[src/rtl/free_list.sv]
// free_list: physical-register free list for register renaming.
//
// A circular array holds free physical register indices. Rename pops
// entries from the speculative head. Commit pushes the retired
// destination's previous mapping at the tail and advances the
// architectural head. A flush rewinds the speculative head to the
// architectural head, so every speculative allocation becomes free again.
//
// Ports:
//   clk, rst            clock, synchronous active-high reset
//   alloc_req_i         rename wants one free register this cycle
//   alloc_gnt_o         request granted; alloc_preg_o is consumed
//   alloc_preg_o        register at the speculative head
//   empty_o             no free register available
//   commit_valid_i      ROB retired an instruction
//   commit_has_rd_i     retired instruction wrote a destination
//   commit_old_preg_i   previous mapping, returned to the list
//   flush_i             discard all speculative allocations
//   free_count_o        registered number of free entries
//   overflow_o          sticky: release attempted while list full
module free_list #(
  parameter int NUM_PREGS = 64,
  parameter int NUM_ARCH  = 32,
  parameter int PREG_W    = $clog2(NUM_PREGS),
  parameter int FL_DEPTH  = NUM_PREGS - NUM_ARCH
) (
  input  logic                       clk,
  input  logic                       rst,
  input  logic                       alloc_req_i,
  output logic                       alloc_gnt_o,
  output logic [PREG_W-1:0]          alloc_preg_o,
  output logic                       empty_o,
  input  logic                       commit_valid_i,
  input  logic                       commit_has_rd_i,
  input  logic [PREG_W-1:0]          commit_old_preg_i,
  input  logic                       flush_i,
  output logic [$clog2(FL_DEPTH):0]  free_count_o,
  output logic                       overflow_o
);

  localparam int PTR_W = (FL_DEPTH > 1) ? $clog2(FL_DEPTH) : 1;
  localparam int CNT_W = $clog2(FL_DEPTH) + 1;
  localparam logic [CNT_W-1:0] FULL_CNT = CNT_W'(FL_DEPTH);
  localparam logic [PTR_W-1:0] LAST_PTR = PTR_W'(FL_DEPTH - 1);

  logic [PREG_W-1:0] mem [FL_DEPTH];
  logic [PTR_W-1:0]  spec_head;
  logic [PTR_W-1:0]  arch_head;
  logic [PTR_W-1:0]  tail;
  logic [CNT_W-1:0]  count;

  logic              release_req;
  logic              release_ok;
  logic              overflow_evt;
  logic [PTR_W-1:0]  arch_head_nxt;

  // Modulo-FL_DEPTH increment so non-power-of-two depths also wrap correctly.
  function automatic logic [PTR_W-1:0] ptr_inc(input logic [PTR_W-1:0] p);
    return (p == LAST_PTR) ? '0 : p + PTR_W'(1);
  endfunction

  assign empty_o      = (count == '0);
  assign alloc_preg_o = mem[spec_head];
  assign alloc_gnt_o  = alloc_req_i && !empty_o && !flush_i;
  assign free_count_o = count;

  assign release_req  = commit_valid_i && commit_has_rd_i;
  // A full list can still accept a release if a grant frees a slot this cycle.
  assign overflow_evt = release_req && (count == FULL_CNT) && !alloc_gnt_o;
  assign release_ok   = release_req && !overflow_evt;

  // Flush rewinds to the architectural head including this cycle's commit.
  assign arch_head_nxt = release_ok ? ptr_inc(arch_head) : arch_head;

  always_ff @(posedge clk) begin
    if (rst) begin
      for (int i = 0; i < FL_DEPTH; i++) begin
        mem[i] <= PREG_W'(NUM_ARCH + i);
      end
      spec_head  <= '0;
      arch_head  <= '0;
      tail       <= '0;
      count      <= FULL_CNT;
      overflow_o <= 1'b0;
    end else begin
      if (release_ok) begin
        mem[tail] <= commit_old_preg_i;
        tail      <= ptr_inc(tail);
      end
      arch_head <= arch_head_nxt;

      if (flush_i) begin
        spec_head <= arch_head_nxt;
      end else if (alloc_gnt_o) begin
        spec_head <= ptr_inc(spec_head);
      end

      // The committed free count is always FL_DEPTH, so a flush restores it.
      if (flush_i) begin
        count <= FULL_CNT;
      end else if (alloc_gnt_o && !release_ok) begin
        count <= count - CNT_W'(1);
      end else if (release_ok && !alloc_gnt_o) begin
        count <= count + CNT_W'(1);
      end

      if (overflow_evt) begin
        overflow_o <= 1'b1;
      end
    end
  end

endmodule

[config.mk]
export PLATFORM = sky130hd
export DESIGN_NAME = free_list
export DESIGN_NICKNAME = d
export VERILOG_FILES = /design/src/rtl/free_list.sv
export SDC_FILE = /design/constraint.sdc
export NUM_CORES = 1
export LEC_CHECK = 0
export ABC_AREA = 1
export CAP_MARGIN = 20
export CORE_ASPECT_RATIO = 0.5
export CORE_MARGIN = 10
export CORE_UTILIZATION = 50
export CTS_CLUSTER_SIZE = 28
export DETAILED_ROUTE_END_ITERATION = 6
export PLACE_DENSITY = 0.66
export SYNTH_ARGS = -nofsm -noshare
export SYNTH_HDL_FRONTEND = slang
export SYNTH_SLANG_ARGS = --single-unit
[constraint.sdc]
create_clock -name clk -period 2.81 [get_ports clk]
set_input_delay 0.7025 -clock clk [delete_from_list [all_inputs] [get_ports clk]]
set_output_delay 0.7025 -clock clk [all_outputs]
set_load 0.02 [all_outputs]
==> results.tsv, run 1 <==
stage	metric	value	unit
layout	Layout Utilization	60.1	%
detailed_routing	drc violations	0	
hold_path	WHS Endpoint	overflow_o$_SDFFE_PP0P_	
power	Seq pwr share	47.6	%
critical_path	Buf/Inv on CP	3	
floorplan	DIE HEIGHT	122	um
critical_path	max incr delay on CP	0.45	ns
logic_synthesis	Mapped Area	10500	um^2
critical_path	WP data arrival	2.10	ns
floorplan	die width	225	um
floorplan	io pins	27	
global_route	vias in the first global route	7828	
layout	layout cells sized above 1	11.7	%
sta	Final setup viols	0	
layout	Filler cells	1745	
critical_path	CP top delay family	flip-flops	
logic_synthesis	Compound-Gate Fraction of Synth Area	2.27	%
sta	fin. max-slew vios	0	
power	VDD IR-drop max	0.385	mV
critical_path	R2R Setup Slk	0.47	ns
detailed_routing	WL/cell	18.1	um
logic_synthesis	Synth top area share	55.1	%
critical_path	crit path cell chain	inv_8 > buf_12 > nand2_1 > nand3_1 > nand3_1 > a21oi_2 > o21ai_1 > nand2_1 > buf_4	
sta	worst slew pin tran	0.671	ns
floorplan	num rows	37	
floorplan	Die ar.	27500	um^2
detailed_routing	Antenna Nets Post-Route	0	
cts	TritonCTS buffer count	20	
hold_path	Tightest Hold Check Type	reg -> reg	
hold_path	hold depth	2	
sta	RSZ-0062 raised after global routing	true	
logic_synthesis	Netlist cell types	31	
layout	P&R area growth vs syn	18.0	%
logic_synthesis	synth warn	0	
sta	Total Neg Setup Slack	0	ns
critical_path	Levels on crit path	9	
logic_synthesis	Seq/Total Area, Yosys	60.3	%
placed_design	Post-DP Area	11500	um^2
placed_design	IO buf count	26	
detailed_routing	Initial DRC Count	855	
global_route	total track usage	19.6	%
layout	nets	1267	
logic_synthesis	Post-Synth XOR/XNOR Area	0.335	%
cts	Clock Latency Late Sink	0.50	ns
cts	CTS clk-pin slew, worst paths	0.07	ns
sta	clk_skew	0.00964	ns
cts	CTS tree	yes	
run_status	status	finished clean	
global_route	grt ovf	0	
placed_design	Routability Congestion	0.852	
sta	fin crit period	2.80	ns
logic_synthesis	register bit total from synthesis	219	
critical_path	crit-path max FO	15	
logic_synthesis	main combinational cell family by area after synthesis	simple AND/OR/NAND/NOR gates	
detailed_routing	vias per inst	5.50	
logic_synthesis	Mean Syn Cell Area	8.87	um^2
layout	post-route cell area	12400	um^2
detailed_routing	drt pass-1 iters	5	
critical_path	WP data required	2.11	ns
sta	final hold vios	0	
power	Leakage	4.89	nW
hold_path	worst hold start	overflow_o$_SDFFE_PP0P_	
floorplan	Initial Utilization	50.9	%
logic_synthesis	Syn Inst Count	1180	
critical_path	RR Endpoint	free_count_o[3]$_SDFFE_PP0P_	
layout	n_diodes	0	
logic_synthesis	ranking of synthesized cells by area	edfxtp_1 55%, nand2_1 16%, nand3_1 7.8%, dfxtp_1 5.2%, nor2_1 3.7%	
detailed_routing	DRT Wirelength	27.7	mm
run	Max Cap Viol	0	
critical_path	kind of critical path	reg -> out	
power	clock group share of total power	37.5	%
critical_path	CP Capture Type	primary output	
logic_synthesis	Synth Area in Adders	1.87	%
sta	Rel. slew slack	54.9	%
cts	CTS Sinks	219	
power	sw power	0.00200	W
logic_synthesis	mux share of post-synthesis cell area	0	%
placed_design	HPWL Detailed	17.5	mm
global_route	first-pass GRT wire length	42.3	mm
critical_path	CP max-delay cell	dfxtp_4	
critical_path	CP startpoint kind	flip-flop	
sta	Final Cycle Share	99.7	%
power	Logic pwr share	14.9	%
global_route	pin count of the biggest net entering global routing	49	
power	switch share	26.1	%
cts	CTS max path bufs	3	
global_route	antenna violations before repair	0	
critical_path	reg2reg path depth	15	
power	P_int	0.00566	W
cts	CTS root buf	clkbuf_16	
cts	H-tree depth	1	
detailed_routing	DR vias	8394	
logic_synthesis	syn nets	1207	
floorplan	core area	20600	um^2
critical_path	R2R Path Start	free_count_o[3]$_SDFFE_PP0P_	
power	PwrDens	620	nW/um^2
sta	Max Clock Freq	357	MHz
logic_synthesis	post-synthesis simple-gate area fraction	29.7	%
logic_synthesis	top cell type by total area after synthesis	edfxtp_1	
[registers in the layout, summed over array words and instances (netlist names), named ones only]
signal        flops
tail              5
arch_head         5
overflow_o        1
spec_head         5
mem             192
free_count_o      6
[layout by cell type (no fill, tap or decap), drive strengths merged]
cell type and n:
buf 80, xnor2 1, dlymetal6s2s 1, or2 1
dfxtp 27, xor2 3, clkdlybuf4s50 19, ha 14
a21o 1, o21ai 18, clkinvlp 1, o211ai 1
bufinv 2, clkinv 6, edfxtp 192, nor2 109
nor3 4, a21oi 25, nand2 454, and3 5
nand3 166, nand4 8, a211oi 1, clkbuf 31
fa 1, inv 82, and2 1
[power groups by stage]
stage	sequential, W	clock, W	combinational, W
final	0.00365	0.00287	0.00114
after global routing	0.00365	0.00301	0.00125
after CTS	0.00364	0.00289	0.00108
after detailed placement	0.00371	0	0.00105
after global placement	0.00371	0	0.00103
after floorplan	0.00370	0	0.000658
[final cells by class]
type	instances	area (um^2)	area share, %
clock inverter	9	100	0.810
timing repair buffer	104	1080	8.73
inverter	82	315	2.55
clock buffer	27	589	4.77
multi-input combinational	813	3610	29.3
tap	273	342	2.77
sequential	219	6310	51.1
[worst max-delay path by stage]
| stage | startpoint | to | slack, ns |
|---|---|---|---|
| after floorplan | flush_i | free_count_o[4]$_SDFFE_PP0P_ | 0.04 |
| after global placement | commit_valid_i | free_count_o[4]$_SDFFE_PP0P_ | -0.11 |
| after detailed placement | commit_valid_i | free_count_o[4]$_SDFFE_PP0P_ | -0.15 |
| after CTS | flip-flop | alloc_preg_o[3] | 0.04 |
| after global routing | flip-flop | alloc_preg_o[0] | -0.03 |
| final | flip-flop | alloc_preg_o[5] | 0.009 |
[per-stage QoR]
step / total power, W / cells / hold WS, ns / setup slack [ns]
finish: 0.00766 / 1527 / 0.461 / 0.00901
global placement: 0.00474 / 1484 / 0.441 / -0.115
global route: 0.00791 / 1527 / 0.509 / -0.0306
floorplan: 0.00436 / 1180 / 0.484 / 0.0355
CTS: 0.00761 / 1523 / 0.463 / 0.0360
detailed placement: 0.00476 / 1484 / 0.451 / -0.151
[worst register-to-register path, cell delays in order, from the launching register on]
cell	delay [ns]
dfxtp_1	0.41
nor2_1	0.09
nand3_1	0.15
nand3_2	0.11
nand2_2	0.08
nand2_1	0.06
ha_2	0.18
buf_4	0.15
ha_1	0.33
nand3_1	0.09
nand3_1	0.10
inv_1	0.05
or2_2	0.26
nand3_1	0.07
o211ai_1	0.08
inv_1	0.07
[cell usage after synthesis]
cell,count
o21ai_1,6
and3_1,5
nor2_1,104
nand3_2,2
edfxtp_1,192
clkbuf_1,43
buf_4,2
nand3_1,163
buf_1,7
a21o_1,1
a211oi_1,1
inv_1,73
xor2_1,3
nand4_1,8
and2_1,1
nor3_1,4
or2_2,1
xnor2_1,1
dfxtp_1,27
fa_1,1
nand3_4,1
o21ai_0,12
o211ai_1,1
a21oi_1,25
nand2_1,453
nand2_2,1
buf_2,14
ha_1,14
nor2_2,2
nor2_4,3
inv_2,9
[cells by family after synthesis]
kind of cell	Yosys count
compound gates	46
xor+xnor	4
fa+ha+maj	15
buf+inv	148
flops	219
simple gates	748
[timing repair]
action	4_1_cts	5_1_grt
endpoints found under the setup margin	6	7
pin swaps	2	0
gates resized for setup	33	14
cloned	2	4
hold buffers	0	0
buffers inserted	1	1
[routing by layer]
layer | share of wire, % | GRT usage [%] | up-vias
met5 | 0 | 0 | -
met2 | 45 | 31.7 | 374
li1 | - | - | 3998
met4 | 1.7 | 4.26 | 0
met3 | 11 | 4.10 | 36
met1 | 42 | 26.9 | 3986
Power figures use the tool's default switching activity.
==> run 2, diff against run 1 <==
Settings changed: RECOVER_POWER from default to 100.
==> run 2 against run 1 <==
Compared with the run above:
- via count barely moved
- fmax about the same
- non-clock buffer count unchanged
- register-to-register slack got worse by 0.27 ns
- global-route usage unchanged
- routed wire length about the same
- sequential power about the same
- clock power is essentially flat
- sequential share of layout area rose by 0.31 points
- clock skew decreased by 0.0027 ns
- die area did not move
- utilization shrank 0.37 points
- critical path type unchanged
- highest routed layer unchanged
==> results.tsv, run 2 (synthesized netlist as in run 1, its figures left out) <==
stage	metric	value	unit
run_status	status	finished clean	
floorplan	core area	20600	um^2
detailed_routing	DRT Wirelength	27.7	mm
global_route	antenna violations before repair	0	
detailed_routing	WL/cell	18.1	um
layout	footprint of the multi-input gates	3610	um^2
hold_path	Tightest Hold Check Type	reg -> reg	
layout	most frequent cells in the layout	453 x nand2_1, 192 x edfxtp_1, 160 x nand3_1, 105 x nor2_1, 79 x inv_1	
power	VDD IR-drop max	0.380	mV
sta	final hold vios	0	
sta	Max Clock Freq	357	MHz
global_route	grt ovf	0	
sta	RSZ-0062 raised after global routing	true	
sta	fin crit period	2.80	ns
sta	Final Cycle Share	99.6	%
cts	Post-CTS Hold Fix Bufs	0	
detailed_routing	Initial DRC Count	978	
critical_path	crit path cell chain	inv_8 > buf_12 > nand2_1 > nand3_1 > nand3_1 > a21oi_2 > o21ai_1 > nand2_1 > buf_4	
detailed_routing	drt pass-1 iters	5	
critical_path	crit-path max FO	15	
cts	TritonCTS buffer count	20	
layout	commonest non-fill, non-tap cell in the layout	nand2_1	
critical_path	R2R Setup Slk	0.20	ns
hold_path	worst hold start	overflow_o$_SDFFE_PP0P_	
layout	layout cells sized above 1	9.81	%
critical_path	CP top delay family	flip-flops	
cts	CTS tree	yes	
floorplan	num rows	37	
placed_design	Routability Congestion	0.852	
cts	CTS clk-pin slew, worst paths	0.07	ns
critical_path	CP max-delay cell	dfxtp_4	
critical_path	RR Endpoint	mem[12][5]$_SDFFCE_PN1P_	
critical_path	WP data required	2.11	ns
layout	register area	6310	um^2
run	Max Cap Viol	0	
critical_path	reg2reg path depth	10	
global_route	vias in the first global route	7828	
placed_design	IO buf count	26	
cts	H-tree depth	1	
global_route	total track usage	19.6	%
critical_path	CP startpoint kind	flip-flop	
floorplan	io pins	27	
detailed_routing	vias per inst	5.50	
critical_path	max incr delay on CP	0.46	ns
cts	CTS max path bufs	3	
layout	n_diodes	0	
placed_design	HPWL Detailed	17.5	mm
sta	worst slew pin tran	0.658	ns
detailed_routing	DR vias	8398	
global_route	first-pass GRT wire length	42.3	mm
floorplan	die width	225	um
floorplan	Initial Utilization	50.9	%
floorplan	Die ar.	27500	um^2
power	Leakage	4.87	nW
layout	Filler cells	1766	
hold_path	WHS Endpoint	overflow_o$_SDFFE_PP0P_	
sta	Setup WS post-layout	0.0100	ns
sta	fin. max-slew vios	0	
layout	P&R area growth vs syn	17.3	%
layout	Non-Filler Instances	1527	
placed_design	post-placement cell count	1484	
cts	Clock Latency Late Sink	0.50	ns
sta	Rel. slew slack	55.8	%
global_route	pin count of the biggest net entering global routing	49	
layout	nets	1267	
floorplan	DIE HEIGHT	122	um
sta	Total Neg Setup Slack	0	ns
cts	CTS root buf	clkbuf_16	
power	PwrDens	623	nW/um^2
layout	Most flops, register	mem	
placed_design	Place WS	-0.151	ns
layout	max reg flops	192	
sta	Final setup viols	0	
critical_path	kind of critical path	reg -> out	
critical_path	R2R Path Start	free_count_o[3]$_SDFFE_PP0P_	
critical_path	WP data arrival	2.10	ns
cts	CTS Sinks	219	
sta	clk_skew	0.00694	ns
critical_path	Buf/Inv on CP	3	
hold_path	hold depth	2	
detailed_routing	Antenna Nets Post-Route	0	
critical_path	CP Capture Type	primary output	
power	Power Total	0.00764	W
detailed_routing	drc violations	0	
## run 2: per-layer routing
metal  up-vias  track usage (%)  wire length (um)
met3        44             4.10              2810
met1      3988             26.9             12000
met2       363             31.7             12400
met4         0             4.26               530
met5         -                0                 0
li1       4003                -                 -
## run 2: cell type report
type / instances / area share [%]
Clock buffer: 27 / 4.80
Clock inverter: 9 / 0.815
Inverter: 82 / 2.57
Multi-Input combinational cell: 813 / 29.4
Sequential cell: 219 / 51.4
Tap cell: 273 / 2.78
Timing Repair Buffer: 104 / 8.22
## run 2: where the power goes
part	total [W]	internal (W)	leakage (nW)	switching [W]
clock network	0.00287	0.00166	0.339	0.00120
logic	0.00113	0.000387	2.71	0.000745
registers	0.00365	0.00360	1.82	0.0000510
total	0.00764	0.00565	4.87	0.00200
## run 2: worst min-delay path: cells and delay by family, from the launching register on
| kind | cells | cell delay [ns] |
|---|---|---|
| flops | 1 | 0.31 |
| compound gates | 1 | 0.06 |
| buf+inv | 1 | 0.05 |
## run 2: how the worst max path moves through the flow
stage,to,slack (ns),start,cells after the start
final,alloc_preg_o[5],0.01,flip-flop,9
after global routing,alloc_preg_o[0],-0.03,flip-flop,11
after CTS,alloc_preg_o[3],0.04,flip-flop,11
after detailed placement,free_count_o[4]$_SDFFE_PP0P_,-0.15,commit_valid_i,15
after global placement,free_count_o[4]$_SDFFE_PP0P_,-0.11,commit_valid_i,15
after floorplan,free_count_o[4]$_SDFFE_PP0P_,0.04,flush_i,14
## run 2: metrics by stage
| step | hold slack (ns) | instance area, um^2 | util, % |
|---|---|---|---|
| floorplan | 0.484 | 10500 | - |
| global placement | 0.441 | 11500 | 55.8 |
| detailed placement | 0.451 | 11500 | 55.8 |
| CTS | 0.463 | 12200 | 59.5 |
| global route | 0.506 | 12300 | 59.7 |
| finish | 0.456 | 12300 | 59.7 |
## run 2: what timing repair did
action | CTS | global route
buffers inserted | 1 | 1
endpoints found under the setup margin | 6 | 7
pin swaps | 2 | 0
gates cloned | 2 | 4
gates resized for setup | 33 | 14
